`src/rtl/alu4_issue_ctrl_pkg.sv`:
```
// Shared opcode constants, FSM state type and divide-by-zero defaults for the
// ALU4 issue/capture stage.
package alu4_pkg;

  localparam logic [1:0] OP_ADD = 2'b00;
  localparam logic [1:0] OP_SUB = 2'b01;
  localparam logic [1:0] OP_MUL = 2'b10;
  localparam logic [1:0] OP_DIV = 2'b11;

  localparam logic [7:0] DIV0_DEFAULT = 8'hFF;

  typedef enum logic [1:0] {
    IDLE    = 2'd0,
    CAPTURE = 2'd1,
    HOLD    = 2'd2
  } state_t;

  function automatic logic is_div0(input logic [1:0] op, input logic [3:0] b);
    return (op == OP_DIV) && (b == 4'd0);
  endfunction

endpackage

```
`src/rtl/alu4_issue_ctrl_if.sv`:
```
// Bundles the command handshake, the ALU operand/result bus and the result
// handshake; master is the environment side, slave is the issue controller.
interface alu4_issue_ctrl_if;

  logic       in_valid;
  logic       in_ready;
  logic [3:0] in_a;
  logic [3:0] in_b;
  logic [1:0] in_opcode;
  logic       in_sel;

  logic [3:0] alu_a;
  logic [3:0] alu_b;
  logic [1:0] alu_opcode;
  logic       alu_sel;
  logic [7:0] alu_result;
  logic       alu_overflow;
  logic       alu_carry;
  logic [3:0] alu_remainder;

  logic       out_valid;
  logic       out_ready;
  logic [7:0] out_result;
  logic       out_overflow;
  logic       out_carry;
  logic [3:0] out_remainder;
  logic [1:0] out_opcode;
  logic       out_div0;

  modport master (
    output in_valid, in_a, in_b, in_opcode, in_sel,
    output alu_result, alu_overflow, alu_carry, alu_remainder,
    output out_ready,
    input  in_ready,
    input  alu_a, alu_b, alu_opcode, alu_sel,
    input  out_valid, out_result, out_overflow, out_carry, out_remainder,
    input  out_opcode, out_div0
  );

  modport slave (
    input  in_valid, in_a, in_b, in_opcode, in_sel,
    input  alu_result, alu_overflow, alu_carry, alu_remainder,
    input  out_ready,
    output in_ready,
    output alu_a, alu_b, alu_opcode, alu_sel,
    output out_valid, out_result, out_overflow, out_carry, out_remainder,
    output out_opcode, out_div0
  );

endinterface

```
`src/rtl/alu4_issue_ctrl_sat_counter.sv`:
```
// Saturating up-counter with increment enable and asynchronous active-low clear.
module alu4_sat_counter #(
  parameter int W = 8
) (
  input  logic         clk,
  input  logic         clr_n,
  input  logic         inc,
  output logic [W-1:0] count
);

  logic [W-1:0] r_count;

  always_ff @(posedge clk or negedge clr_n) begin
    if (!clr_n) begin
      r_count <= '0;
    end else if (inc && (r_count != {W{1'b1}})) begin
      r_count <= r_count + W'(1);
    end
  end

  assign count = r_count;

endmodule

```
`src/rtl/alu4_issue_ctrl.sv`:
```
// Issue/capture stage around the combinational 4-bit ALU, with divide-by-zero
// override and error count. Optional ALU4_ISSUE_STATS_EN adds an ops_done counter.
module alu4_issue_ctrl
  import alu4_pkg::*;
#(
  parameter int         ERR_CNT_W   = 8,
  parameter logic [7:0] DIV0_RESULT = DIV0_DEFAULT
) (
  input  logic                 clk,
  input  logic                 rst_n,
  alu4_issue_ctrl_if.slave     bus,
  output logic [ERR_CNT_W-1:0] err_count
`ifdef ALU4_ISSUE_STATS_EN
  ,
  output logic [15:0]          ops_done
`endif
);

  state_t r_state;
  state_t w_state_next;

  logic       w_in_ready;
  logic       w_accept;
  logic       w_capture;
  logic       w_release;
  logic       w_div0;
  logic       w_err_inc;

  logic [3:0] r_alu_a;
  logic [3:0] r_alu_b;
  logic [1:0] r_alu_opcode;
  logic       r_alu_sel;

  logic       r_out_valid;
  logic [7:0] r_out_result;
  logic       r_out_overflow;
  logic       r_out_carry;
  logic [3:0] r_out_remainder;
  logic [1:0] r_out_opcode;
  logic       r_out_div0;

  always_ff @(posedge clk or negedge rst_n) begin
    if (!rst_n) begin
      r_state <= IDLE;
    end else begin
      r_state <= w_state_next;
    end
  end

  // In HOLD the slot frees up on the same edge the result is taken, so a new
  // command can be accepted in that cycle.
  always_comb begin
    w_state_next = r_state;
    w_in_ready   = 1'b0;
    w_accept     = 1'b0;
    w_capture    = 1'b0;
    w_release    = 1'b0;
    unique case (r_state)
      IDLE: begin
        w_in_ready = 1'b1;
        if (bus.in_valid) begin
          w_accept     = 1'b1;
          w_state_next = CAPTURE;
        end
      end
      CAPTURE: begin
        w_capture    = 1'b1;
        w_state_next = HOLD;
      end
      HOLD: begin
        w_in_ready = bus.out_ready;
        if (bus.out_ready) begin
          w_release = 1'b1;
          if (bus.in_valid) begin
            w_accept     = 1'b1;
            w_state_next = CAPTURE;
          end else begin
            w_state_next = IDLE;
          end
        end
      end
      default: w_state_next = IDLE;
    endcase
  end

  always_ff @(posedge clk or negedge rst_n) begin
    if (!rst_n) begin
      r_alu_a      <= '0;
      r_alu_b      <= '0;
      r_alu_opcode <= '0;
      r_alu_sel    <= 1'b0;
    end else if (w_accept) begin
      r_alu_a      <= bus.in_a;
      r_alu_b      <= bus.in_b;
      r_alu_opcode <= bus.in_opcode;
      r_alu_sel    <= bus.in_sel;
    end
  end

  assign w_div0    = is_div0(r_alu_opcode, r_alu_b);
  assign w_err_inc = w_capture && w_div0;

  always_ff @(posedge clk or negedge rst_n) begin
    if (!rst_n) begin
      r_out_valid     <= 1'b0;
      r_out_result    <= '0;
      r_out_overflow  <= 1'b0;
      r_out_carry     <= 1'b0;
      r_out_remainder <= '0;
      r_out_opcode    <= '0;
      r_out_div0      <= 1'b0;
    end else if (w_capture) begin
      r_out_valid  <= 1'b1;
      r_out_opcode <= r_alu_opcode;
      r_out_div0   <= w_div0;
      if (w_div0) begin
        r_out_result    <= DIV0_RESULT;
        r_out_overflow  <= 1'b1;
        r_out_carry     <= 1'b0;
        r_out_remainder <= r_alu_a;
      end else begin
        r_out_result    <= bus.alu_result;
        r_out_overflow  <= bus.alu_overflow;
        r_out_carry     <= bus.alu_carry;
        r_out_remainder <= bus.alu_remainder;
      end
    end else if (w_release) begin
      r_out_valid <= 1'b0;
    end
  end

  alu4_sat_counter #(
    .W (ERR_CNT_W)
  ) u_err_cnt (
    .clk   (clk),
    .clr_n (rst_n),
    .inc   (w_err_inc),
    .count (err_count)
  );

`ifdef ALU4_ISSUE_STATS_EN
  logic [15:0] r_ops_done;

  always_ff @(posedge clk or negedge rst_n) begin
    if (!rst_n) begin
      r_ops_done <= '0;
    end else if (r_out_valid && bus.out_ready) begin
      r_ops_done <= r_ops_done + 16'd1;
    end
  end

  assign ops_done = r_ops_done;
`endif

  assign bus.in_ready      = w_in_ready;
  assign bus.alu_a         = r_alu_a;
  assign bus.alu_b         = r_alu_b;
  assign bus.alu_opcode    = r_alu_opcode;
  assign bus.alu_sel       = r_alu_sel;
  assign bus.out_valid     = r_out_valid;
  assign bus.out_result    = r_out_result;
  assign bus.out_overflow  = r_out_overflow;
  assign bus.out_carry     = r_out_carry;
  assign bus.out_remainder = r_out_remainder;
  assign bus.out_opcode    = r_out_opcode;
  assign bus.out_div0      = r_out_div0;

endmodule

```
`src/flat_wrapper.sv`:
```
// flat-port wrapper written by rule: the top's interface ports become plain ports
module alu4_issue_ctrl_flat import alu4_pkg::*;
#(
  parameter int         ERR_CNT_W   = 8,
  parameter logic [7:0] DIV0_RESULT = DIV0_DEFAULT
)
  (clk, rst_n, err_count, bus_in_valid, bus_in_a, bus_in_b, bus_in_opcode, bus_in_sel, bus_alu_result, bus_alu_overflow, bus_alu_carry, bus_alu_remainder, bus_out_ready, bus_in_ready, bus_alu_a, bus_alu_b, bus_alu_opcode, bus_alu_sel, bus_out_valid, bus_out_result, bus_out_overflow, bus_out_carry, bus_out_remainder, bus_out_opcode, bus_out_div0);
  alu4_issue_ctrl_if bus_i ();
  input  logic clk;
  input  logic rst_n;
  output logic [ERR_CNT_W-1:0] err_count;
  input wire logic [$bits(bus_i.in_valid)-1:0] bus_in_valid;
  input wire logic [$bits(bus_i.in_a)-1:0] bus_in_a;
  input wire logic [$bits(bus_i.in_b)-1:0] bus_in_b;
  input wire logic [$bits(bus_i.in_opcode)-1:0] bus_in_opcode;
  input wire logic [$bits(bus_i.in_sel)-1:0] bus_in_sel;
  input wire logic [$bits(bus_i.alu_result)-1:0] bus_alu_result;
  input wire logic [$bits(bus_i.alu_overflow)-1:0] bus_alu_overflow;
  input wire logic [$bits(bus_i.alu_carry)-1:0] bus_alu_carry;
  input wire logic [$bits(bus_i.alu_remainder)-1:0] bus_alu_remainder;
  input wire logic [$bits(bus_i.out_ready)-1:0] bus_out_ready;
  output wire logic [$bits(bus_i.in_ready)-1:0] bus_in_ready;
  output wire logic [$bits(bus_i.alu_a)-1:0] bus_alu_a;
  output wire logic [$bits(bus_i.alu_b)-1:0] bus_alu_b;
  output wire logic [$bits(bus_i.alu_opcode)-1:0] bus_alu_opcode;
  output wire logic [$bits(bus_i.alu_sel)-1:0] bus_alu_sel;
  output wire logic [$bits(bus_i.out_valid)-1:0] bus_out_valid;
  output wire logic [$bits(bus_i.out_result)-1:0] bus_out_result;
  output wire logic [$bits(bus_i.out_overflow)-1:0] bus_out_overflow;
  output wire logic [$bits(bus_i.out_carry)-1:0] bus_out_carry;
  output wire logic [$bits(bus_i.out_remainder)-1:0] bus_out_remainder;
  output wire logic [$bits(bus_i.out_opcode)-1:0] bus_out_opcode;
  output wire logic [$bits(bus_i.out_div0)-1:0] bus_out_div0;
  assign bus_i.in_valid = bus_in_valid;
  assign bus_i.in_a = bus_in_a;
  assign bus_i.in_b = bus_in_b;
  assign bus_i.in_opcode = bus_in_opcode;
  assign bus_i.in_sel = bus_in_sel;
  assign bus_i.alu_result = bus_alu_result;
  assign bus_i.alu_overflow = bus_alu_overflow;
  assign bus_i.alu_carry = bus_alu_carry;
  assign bus_i.alu_remainder = bus_alu_remainder;
  assign bus_i.out_ready = bus_out_ready;
  assign bus_in_ready = bus_i.in_ready;
  assign bus_alu_a = bus_i.alu_a;
  assign bus_alu_b = bus_i.alu_b;
  assign bus_alu_opcode = bus_i.alu_opcode;
  assign bus_alu_sel = bus_i.alu_sel;
  assign bus_out_valid = bus_i.out_valid;
  assign bus_out_result = bus_i.out_result;
  assign bus_out_overflow = bus_i.out_overflow;
  assign bus_out_carry = bus_i.out_carry;
  assign bus_out_remainder = bus_i.out_remainder;
  assign bus_out_opcode = bus_i.out_opcode;
  assign bus_out_div0 = bus_i.out_div0;
  alu4_issue_ctrl #(.ERR_CNT_W(ERR_CNT_W), .DIV0_RESULT(DIV0_RESULT)) u_core (.clk(clk), .rst_n(rst_n), .bus(bus_i), .err_count(err_count));
endmodule
```
`config.mk`:
```
export PLATFORM = sky130hd
export DESIGN_NAME = alu4_issue_ctrl_flat
export DESIGN_NICKNAME = d
export VERILOG_FILES = /design/src/rtl/alu4_issue_ctrl_pkg.sv /design/src/rtl/alu4_issue_ctrl_if.sv /design/src/rtl/alu4_issue_ctrl_sat_counter.sv /design/src/rtl/alu4_issue_ctrl.sv /design/src/flat_wrapper.sv
export SDC_FILE = /design/constraint.sdc
export NUM_CORES = 1
export LEC_CHECK = 0
export CELL_PAD_IN_SITES_DETAIL_PLACEMENT = 0
export CELL_PAD_IN_SITES_GLOBAL_PLACEMENT = 2
export CORE_ASPECT_RATIO = 0.7
export CORE_UTILIZATION = 28
export CTS_CLUSTER_DIAMETER = 120
export CTS_CLUSTER_SIZE = 8
export DETAILED_ROUTE_END_ITERATION = 16
export HOLD_SLACK_MARGIN = 0.02
export PLACE_DENSITY = 0.82
export SKIP_CTS_REPAIR_TIMING = 1
export SLEW_MARGIN = 20
export SYNTH_ARGS = -nofsm -noshare
export SYNTH_HDL_FRONTEND = slang
export SYNTH_SLANG_ARGS = --single-unit
```
`constraint.sdc`:
```
create_clock -name clk -period 3.74 [get_ports clk]
set_input_delay 0.561 -clock clk [delete_from_list [all_inputs] [get_ports clk]]
set_output_delay 0.561 -clock clk [all_outputs]
set_load 0.01 [all_outputs]
```
**After elaboration in Yosys (flattened, before gate mapping)**

Cells that the tools add are included.

- Add/sub/neg operators: 1
- Equal/unequal tests: 6
- Muxes and demuxes: 17
- Reduce and logical (&&, ||, !) cells: 7

Operator list:

| kind | count |
|---|---|
| $mux W1 | 10 |
| $add A8 B1 Y8 const B | 1 |
| $mux W8 | 1 |
| $ne A8 B8 Y1 const B | 1 |
| $pmux W2 S3 | 1 |
| $eq A2 B2 Y1 const B | 2 |
| $logic_not A4 Y1 | 1 |
| $mux W2 | 2 |
| $mux W4 | 1 |
| $ne A2 B2 Y1 const B | 2 |
| $pmux W1 S2 | 2 |
| $logic_and A1 B1 Y1 | 3 |
| $eq A2 B1 Y1 const B | 1 |
| $logic_not A2 Y1 | 1 |
| $reduce_and A2 Y1 | 1 |
| $reduce_bool A2 Y1 | 1 |

- Register bits after elaboration: 39
- Logic and storage cells: 44

**Logic depth before layout (Yosys ltp)**

Gate-level depths: netlist of run 1.

- Word-level depth: 4
- Gate-level depth with buffers: 5
- Depth with buffers taken out: 5

**Hierarchy**

Synthesis of run 1 repeated with hierarchy kept, for this count alone.

- Cells, all modules: 152
- Area, all modules: 1729.2 um^2

By module, submodules not included:

| module | times used | cells an instance | area each (um^2) | sequential area each (um^2) |
|---|---|---|---|---|
| alu4_issue_ctrl | 1 | 118 | 1321.3 | 775.7 |
| alu4_sat_counter | 1 | 34 | 407.9 | 200.2 |

**Worst setup path before layout of run 1**

No wires, ideal clock.

- Path kind: input -> register
- From: input bus_out_ready
- To: register u_core.r_alu_a[0], in the netlist u_core.bus.alu_a[0]
- Arrival: 1.633 ns
- Slack: 1.982 ns
- Stages: 5
- Buffers on the path: 1
- Cells stage by stage: nand2b_1 -> nor2b_1 -> and2_1 -> buf_2 -> mux2_2

- Cells in the longest elaborated chain, start to end: 2

Ends and longest elaborated chain:

| item | line | RTL |
|---|---|---|
| start, declared | flat_wrapper.sv:21 | `input wire logic [$bits(bus_i.out_ready)-1:0] bus_out_ready;` |
| $mux W1 | alu4_issue_ctrl.sv:72 | `if (bus.out_ready) begin` |
| $pmux W1 S2 | alu4_issue_ctrl.sv:58 | `unique case (r_state)` |
| end signal, assigned | alu4_issue_ctrl.sv:93 | `r_alu_a <= bus.in_a;` |
| end, declared | alu4_issue_ctrl.sv:29 | `logic [3:0] r_alu_a;` |

No other way between the ends.
A chain may end at the register's enable or synchronous reset.

**Final worst setup path of run 1**

- From: input bus_out_ready
- To: output bus_in_ready

- Cells in the longest elaborated chain, start to end: 1

Ends and longest elaborated chain:

| item | line | RTL |
|---|---|---|
| $pmux W1 S2 | alu4_issue_ctrl.sv:58 |  |
| end, declared | flat_wrapper.sv:22 | `output wire logic [$bits(bus_i.in_ready)-1:0] bus_in_ready;` |

No other way between the ends.

==> impl_results.md, run 1 <==
- Run status: finished clean
- Sum of routed wire length over all layers: slightly below 4000 um
- Total vias in the final route: 1264
- RSZ-0062 raised after global routing: false
- Number of setup violations in the final report: 0
- Clock root buffer: clkbuf_8
- Die outline area: a little over 6000 um^2
- Synth area leader: dfrtp_1
- Clock-pin slew on the worst setup and hold paths: around 70 ps
- Footprint of the flip-flops and latches: roughly 1000 um^2
- Post-synthesis sequential area ratio: 0.591
- Final estimated routing congestion in global placement: 0.746
- Total routing usage reported by global routing: 0.139
- Top Ports: 67
- Final cycle utilization of the critical path: 0.645
- Total number of yosys warnings: 0
- Standby leakage power: 1.05 nW
- CTS Buf Count: 5
- Remaining routing DRC violations: 0
- Maximum vdd ir drop: 0.312 mV
- Total number of placement rows: 22
- Final instance area: 2460 um^2
- Endpoint of the worst-slack reg-to-reg timing path: u_core.u_err_cnt.count[6]
- Path category of the worst min-delay check: in2async
- Startpoint Class: input pin
- Net Count, Synth: 171
- Via-to-Cell Ratio: between 4 and 5
- Maximum number of pins on one net before global-route repair: 40
- Final number of hold-violating endpoints: 0
- Synth Area per Inst: approximately 12 um^2
- Met3 layer wire length in the routed design: ~390 um
- Slowest cell on the critical path: clkdlybuf4s50_1
- Number of DRC violations after detailed-routing iteration 0: 20
- Overall Power: 0.00137 W
- Core region area: ~5500 um^2
- Worst setup slack for register-to-register paths: approximately 1800 ps
- Setup CP Type: in2out
- DIE WIDTH: about 94 um
- Wire length of the first global-routing pass: 6510 um
- Kind of cell adding the most delay to the critical path: buffers and inverters
- Number of storage elements in the synthesis netlist: 39
- Series of cell instances along the critical path: clkdlybuf4s50_1, nand2b_1, nor2b_1, clkdlybuf4s50_1
- Most frequent cells after synthesis: 39 x dfrtp_1, 20 x nand2_1, 16 x mux2_2, 16 x o21ai_0, 11 x nor2_1
- GR Overflow Total: 0
- Drt pass-1 iters: 4
- Clock sinks: 39
- Area Growth Syn to Fin: 48.9%
- Critical Path Max Stage Delay: approximately 550 ps
- Slew at the pin closest to its max-slew limit: ~850 ps
- Total number of H-tree levels: 2
- CTS Buffer Depth: 2
- Residual antenna-violating net count after detailed routing: 0
- Critical R2R Launch: u_core.bus.alu_b[0]
- Final clock skew: 5.95 ps
- Port bufs: between 60 and 70
- FF-to-FF path depth: 4
- Number of antenna violations at the first check in global routing: 0
- Dominant register cell in the synthesized netlist: dfrtp_1
- Number of instances in the synthesized netlist: 141
- Number of nets in the finished design: ~240
- Filler Cell Count: about 510
- Worst path most repeated cell: clkdlybuf4s50_1
- Highest routed metal layer: met4
- Worst Path Max Fanout: 2
- Cell variety after synth: 25
- Max_slew headroom: 0.434
- Antenna diode instance count: 0
- CTS tree: yes
- Required time at the worst-slack endpoint: 3180 ps
- Power density relative to cell area: 558 nW/um^2
- M1 WL: approximately 1800 um
- Portion of synthesized cell area occupied by the leading cell type: 0.591
- Final critical delay including setup and external delays: ~2400 ps
- Count leader, synth: dfrtp_1
- Share of synthesized registers carrying an async set or reset: 1.00
- Max Clock Freq: slightly above 0.4 GHz
- EDFF count, synth: 0
- Type of element capturing the critical path: output pin
- Post-synth design cell area: 1650 um^2
- DIE HEIGHT: roughly 66 um
- Dpl cell area: between 2000 and 2500 um^2
- Number of buffers and inverters on the critical path: 2
- Routed met2 length: between 1500 and 2000 um
- Number of global-route vias before repair: approximately 1.3k
- Detailed Place HPWL: around 2800 um
- Setup_tns: 0 ps
- Area used by multi-input combinational logic: 646 um^2
- Critical Path AT: ~1900 ps
- Share of post-route cells with drive strength above 1: 0.143
- Clock insertion delay at the later pin of the skew report: 290 ps
- WL per Instance: 13.8 um
- Number of pins exceeding their max-slew limit in the final report: 0
- Max-capacitance violation count: 0
- Starting density of the core: 0.303
- Top post-synthesis cells by area: dfrtp_1 59%, mux2_2 11%, o21ai_0 4.8%, nand2_1 4.5%, xor2_1 2.7%
-- placed cells by master (no fill, tap or decap), types with 2 or more instances in the layout --
master,count
clkdlybuf4s50_1,65
dfrtp_1,39
nand2_1,20
mux2_2,16
o21ai_0,16
nor2_1,11
xor2_1,5
clkbuf_8,5
mux2i_1,4
nand3_1,4
nand2b_1,3
a21oi_1,2
nor4_1,2
nor4b_2,2
nor4_2,2
clkbuf_1,2
-- per-stage QoR --
stage / hold slack, ps / cells / util / setup slack (ps)
floorplan: 265 / 141 / - / 1980
global placement: 466 / 274 / 0.435 / 1330
detailed placement: 473 / 274 / 0.435 / 1320
CTS: 417 / 282 / 0.450 / 1310
global route: 450 / 282 / 0.451 / 1240
finish: 374 / 282 / 0.451 / 1330
-- where the power goes --
part	leakage, nW	total, W	internal, W	switching, W
clock network	0.0422	0.000273	0.000131	0.000142
registers	0.487	0.000618	0.000538	0.0000805
logic	0.526	0.000481	0.000289	0.000192
-- area by class of cell --
| cell class | count | area share |
|---|---|---|
| inverters | 1 | 0.00153 |
| repair buffers | 67 | 0.270 |
| clock inverters | 1 | 0.00203 |
| well taps | 72 | 0.0366 |
| flip-flops and latches | 39 | 0.397 |
| multi-input cells | 95 | 0.262 |
| clock buffers | 7 | 0.0310 |
-- sequential cells by signal (all words and copies together) (netlist names), 2 cells and up --
signal / count
u_core.bus.alu_b: 4
u_core.bus.out_remainder: 4
u_core.bus.alu_opcode: 2
u_core.bus.out_result: 8
u_core.bus.alu_a: 4
u_core.bus.out_opcode: 2
u_core.r_state: 2
u_core.u_err_cnt.count: 8
-- cells by family (layout without fill, tap and decap cells) --
| group | after synthesis | count (layout) | share of synthesized area |
|---|---|---|---|
| multiplexers | 20 | 20 | 0.133 |
| adder cells (fa/ha/maj) | 1 | 1 | 0.00757 |
| buffers and inverters | 7 | 76 | 0.0212 |
| AND/OR/NAND/NOR | 51 | 51 | 0.166 |
| AO/OA/AOI/OAI | 18 | 18 | 0.0545 |
| flip-flops | 39 | 39 | 0.591 |
| XOR/XNOR | 5 | 5 | 0.0265 |
-- worst max path at each step --
stage	start	endpoint	slack (ps)	depth (start not counted)
detailed placement	bus_out_ready	bus_in_ready	1320	4
global route	bus_out_ready	bus_in_ready	1240	4
finish	bus_out_ready	bus_in_ready	1330	4
floorplan	bus_out_ready	u_core.bus.alu_a[0]	1980	5
CTS	bus_out_ready	bus_in_ready	1310	4
global placement	bus_out_ready	bus_in_ready	1330	4
-- worst reg2reg max path, delay by kind of cell (launching register included) --
family	cells	cell delay (ps)
simple gates	3	1090
flops	1	400
mux	1	370
-- routing by layer --
metal | GRT usage | vias to the layer above
met5 | 0 | -
met4 | 0.0288 | 0
met3 | 0.0736 | 2
met2 | 0.204 | 51
met1 | 0.180 | 592
li1 | - | 619
No activity file was read; power rests on OpenSTA's default activity.
==> run 2: changes to the inputs <==
- CORE_UTILIZATION: 28 -> 23
- PLACE_DENSITY: 0.82 -> 0.72
- clock period: 3.74 -> 2.2 ns (I/O delays scaled with it)
==> impl_results.md, run 2 (synthesized netlist as in run 1, its figures left out) <==
- Number of nets in the finished design: between 200 and 250
- Slew at the pin closest to its max-slew limit: around 460 ps
- Endpoint of the worst-slack reg-to-reg timing path: u_core.u_err_cnt.count[6]
- Share of post-route cells with drive strength above 1: 0.153
- Run status: finished clean
- Destination of the critical timing path: bus_in_ready
- Total number of H-tree levels: 2
- Number of pins exceeding their max-slew limit in the final report: 0
- Drt pass-1 iters: 4
- CTS Buf Count: 5
- Final critical delay including setup and external delays: roughly 2000 ps
- Via-to-Cell Ratio: roughly 4.1
- Detailed Place HPWL: roughly 2900 um
- Critical R2R Launch: u_core.bus.alu_b[0]
- Power density relative to cell area: approximately 900 nW/um^2
- Worst Path Max Fanout: 2
- Die outline area: 7530 um^2
- Max-capacitance violation count: 0
- Port bufs: 66
- Remaining routing DRC violations: 0
- Type of element capturing the critical path: output pin
- Number of antenna violations at the first check in global routing: 0
- FF-to-FF path depth: 4
- GR Overflow Total: 0
- Clock insertion delay at the later pin of the skew report: 290 ps
- Maximum vdd ir drop: 0.369 mV
- RSZ-0062 raised after global routing: false
- Residual antenna-violating net count after detailed routing: 0
- Maximum number of pins on one net before global-route repair: 38
- Number of global-route vias before repair: roughly 1.3k
- Wire length of the first global-routing pass: 6640 um
- CTS Buffer Depth: 2
- Worst setup slack for register-to-register paths: around 230 ps
- Standby leakage power: 1.08 nW
- Critical Path AT: approximately 1700 ps
- Startpoint Class: input pin
- Total vias in the final route: about 1.3k
- Most frequent cells in the layout: 65 x clkdlybuf4s50_1, 39 x dfrtp_1, 20 x nand2_1, 16 x mux2_2, 16 x o21ai_0
- Antenna diode instance count: 0
- Max Clock Freq: 0.506 GHz
- Clock-pin slew on the worst setup and hold paths: 80 ps
- Setup_tns: 0 ps
- Commonest non-fill, non-tap cell in the layout: clkdlybuf4s50_1
- Final cycle utilization of the critical path: 0.899
- Final number of hold-violating endpoints: 0
- Clock sinks: 39
- Total number of placement rows: 25
- Clock root buffer: clkbuf_8
- Starting density of the core: 0.241
- Core region area: just under 7000 um^2
- DIE HEIGHT: between 70 and 80 um
- Final clock skew: 6.26 ps
- Worst Hold Margin: around 450 ps
- DIE WIDTH: a little over 100 um
- Required time at the worst-slack endpoint: roughly 1900 ps
- Area Growth Syn to Fin: 52.7%
- Final estimated routing congestion in global placement: slightly above 0.7
- Number of setup violations in the final report: 0
- CP startpoint: bus_out_ready
- WL per Instance: 12.7 um
- Total routing usage reported by global routing: 0.119
- Sum of routed wire length over all layers: between 3000 and 4000 um
- Setup CP Type: in2out
- CTS tree: yes
- Top Ports: 67
- Max_slew headroom: 0.693
- Number of DRC violations after detailed-routing iteration 0: 19
- Path category of the worst min-delay check: in2async
## run 2: cell count changes in the layout (fill, tap and decap cells not counted), sizes merged
cell / before / now
buf: 2 / 6
dlygate4sd3: 0 / 1
## run 2: per-layer routing
layer	vias up	track usage	wire, um
li1	632	-	-
met2	52	0.157	1500
met1	566	0.159	1840
met5	-	0	0
met3	7	0.0680	519
met4	0	0.0469	58
## run 2: how the worst min path moves through the flow
| stage | to | slack [ps] | cells past startpoint |
|---|---|---|---|
| final | u_core.r_state[0] | 450 | 2 |
| after global routing | u_core.r_state[0] | 480 | 2 |
| after CTS | u_core.r_state[0] | -80 | 1 |
| after detailed placement | u_core.u_err_cnt.count[7] | 240 | 1 |
| after global placement | u_core.u_err_cnt.count[7] | 230 | 1 |
| after floorplan | u_core.bus.alu_a[0] | 30 | 0 |
## run 2: power breakdown
group          leakage, nW  total, W  switching (W)  internal, W
clock               0.0422  0.000469       0.000246     0.000223
sequential           0.487   0.00104       0.000125     0.000914
combinational        0.549  0.000824       0.000324     0.000499
total                 1.08   0.00233       0.000696      0.00164
## run 2: area by class of cell
class                      instances  area [um^2]
timing repair buffer              72          703
fill                             697         4330
clock buffer                       7         76.3
tap                               94          118
inverter                           1         3.75
clock inverter                     1         5.00
multi-input combinational         95          641
sequential                        39          976
## run 2: per-stage QoR
step,total power (W),instances,instance area (um^2),utilization,worst slack [ps]
finish,0.00233,309,2520,0.368,222
global route,0.00251,309,2520,0.368,95.9
CTS,0.00238,308,2510,0.367,214
detailed placement,0.00189,300,2430,0.355,223
global placement,0.00189,300,2430,0.355,239
floorplan,0.00136,141,1650,-,466
## run 2: worst max-delay path: stages
cell and delay, ps:
clkdlybuf4s50_1 460, nand2b_1 110, nor2b_1 180, clkdlybuf4s50_1 560
==> run 3: changes to the inputs <==
- CORE_UTILIZATION: 23 -> 26
- PLACE_DENSITY: 0.72 -> 0.77
- clock period: 2.2 -> 2.04 ns (I/O delays scaled with it)
==> impl_results.md, run 3 (synthesized netlist as in run 1, its figures left out) <==
- Die outline area: 6680 um^2
- Number of buffers and inverters on the critical path: 2
- Final cycle utilization of the critical path: 0.942
- Power density relative to cell area: 1050 nW/um^2
- Max-capacitance violation count: 0
- Final number of hold-violating endpoints: 0
- Standby leakage power: approximately 1.1 nW
- GR Overflow Total: 0
- CTS tree: yes
- Worst path most repeated cell: clkdlybuf4s50_1
- Worst Path Max Fanout: 2
- Commonest non-fill, non-tap cell in the layout: clkdlybuf4s50_1
- Starting density of the core: 0.279
- Clock root buffer: clkbuf_8
- Via-to-Cell Ratio: about 4.3
- CTS Buffer Depth: 2
- Number of global-route vias before repair: around 1.2k
- Max Clock Freq: 0.521 GHz
- Dpl cell area: ~2400 um^2
- Wire length of the first global-routing pass: between 6000 and 7000 um
- Total vias in the final route: ~1.2k
- Core region area: about 5900 um^2
- End of the worst hold path: u_core.bus.out_div0
- Hold path startpoint: u_core.bus.out_div0
- Final estimated routing congestion in global placement: around 0.66
- Number of setup violations in the final report: 0
- Most frequent cells in the layout: 65 x clkdlybuf4s50_1, 39 x dfrtp_1, 20 x nand2_1, 16 x mux2_2, 16 x o21ai_0
- Share of post-route cells with drive strength above 1: 0.167
- Final clock skew: about 7.0 ps
- Critical Path Max Stage Delay: roughly 550 ps
- DIE WIDTH: between 90 and 100 um
- Kind of cell adding the most delay to the critical path: buffers and inverters
- Critical R2R Launch: u_core.bus.alu_b[0]
- FF-to-FF path depth: 4
- Critical Path AT: between 1500 and 2000 ps
- Number of pins exceeding their max-slew limit in the final report: 0
- Startpoint Class: input pin
- Filler Cell Count: 569
- Final critical delay including setup and external delays: between 1500 and 2000 ps
- Clock insertion delay at the later pin of the skew report: 280 ps
- Final instance area: about 2600 um^2
- Slew at the pin closest to its max-slew limit: roughly 460 ps
- Worst setup slack for register-to-register paths: roughly 210 ps
- Number of nets in the finished design: about 250
- Detailed Place HPWL: around 2900 um
- Series of cell instances along the critical path: clkdlybuf4s50_1, nand2b_1, nor2b_1, clkdlybuf4s50_1
- Top Ports: 67
- Clock-pin slew on the worst setup and hold paths: roughly 80 ps
- Port bufs: between 60 and 70
- Hold Path Depth: 2
- Sum of routed wire length over all layers: between 3000 and 4000 um
- Residual antenna-violating net count after detailed routing: 0
- CTS Buf Count: 5
- WL per Instance: 13.3 um
- Area Growth Syn to Fin: 55.5%
- Endpoint of the worst-slack reg-to-reg timing path: u_core.u_err_cnt.count[6]
- Total number of placement rows: 23
- Required time at the worst-slack endpoint: approximately 1700 ps
- DIE HEIGHT: 68.7 um
- Total number of H-tree levels: 2
- Antenna diode instance count: 0
- Number of DRC violations after detailed-routing iteration 0: 48
- Number of antenna violations at the first check in global routing: 0
- Clock sinks: 39
- Run status: finished clean
- Type of element capturing the critical path: output pin
- Total routing usage reported by global routing: 0.126
- Setup CP Type: in2out
- Maximum vdd ir drop: slightly below 0.5 mV
- Remaining routing DRC violations: 0
- Path category of the worst min-delay check: reg2reg
- RSZ-0062 raised after global routing: false
- Max_slew headroom: 0.689
- Slowest cell on the critical path: clkdlybuf4s50_1
- Setup_tns: 0 ps
- Drt pass-1 iters: 4
- Maximum number of pins on one net before global-route repair: 25
[run 3: worst max-delay path by stage]
stage                             start                   endpoint  slack, ps  cells after the start
floorplan           u_core.bus.alu_b[0]  u_core.u_err_cnt.count[1]        310                      4
global placement          bus_out_ready               bus_in_ready        140                      4
detailed placement        bus_out_ready               bus_in_ready        130                      4
CTS                       bus_out_ready               bus_in_ready        120                      4
global route              bus_out_ready               bus_in_ready          8                      4
finish                    bus_out_ready               bus_in_ready        120                      4
[run 3: layer usage]
layer | global-route usage | wire [um] | vias to the layer above
met5 | 0 | 0 | -
met4 | 0.0496 | 44 | 0
met3 | 0.0585 | 335 | 5
met2 | 0.174 | 1580 | 38
met1 | 0.169 | 1910 | 566
li1 | - | - | 632
[run 3: area by class of cell]
type / instances / area [um^2] / area share
clock inverter: 2 / 35.0 / 0.0136
multi-input combinational: 95 / 641 / 0.250
tap: 75 / 93.8 / 0.0365
clock buffer: 6 / 82.6 / 0.0322
sequential: 39 / 976 / 0.380
inverter: 1 / 3.75 / 0.00146
timing repair buffer: 73 / 736 / 0.287
[run 3: worst register-to-register path, delay by kind of cell, from the launching register on]
family	cells	cell delay (ps)
AND/OR/NAND/NOR	3	950
multiplexers	1	370
flip-flops	1	400
[run 3: per-stage QoR]
step	utilization	setup WS (ps)	total power, W	hold slack, ps	instances
global placement	0.412	138	0.00206	301	282
detailed placement	0.412	134	0.00206	291	282
global route	0.433	8.30	0.00288	511	291
finish	0.433	119	0.00269	485	291
CTS	0.431	123	0.00274	-27.6	290
floorplan	-	306	0.00147	10.4	141
[run 3: power by group]
group	total (W)	switching (W)	internal [W]	leakage, nW
clock network	0.000657	0.000261	0.000396	0.0612
registers	0.00112	0.000139	0.000985	0.487
logic	0.000909	0.000357	0.000552	0.561
total	0.00269	0.000758	0.00193	1.11
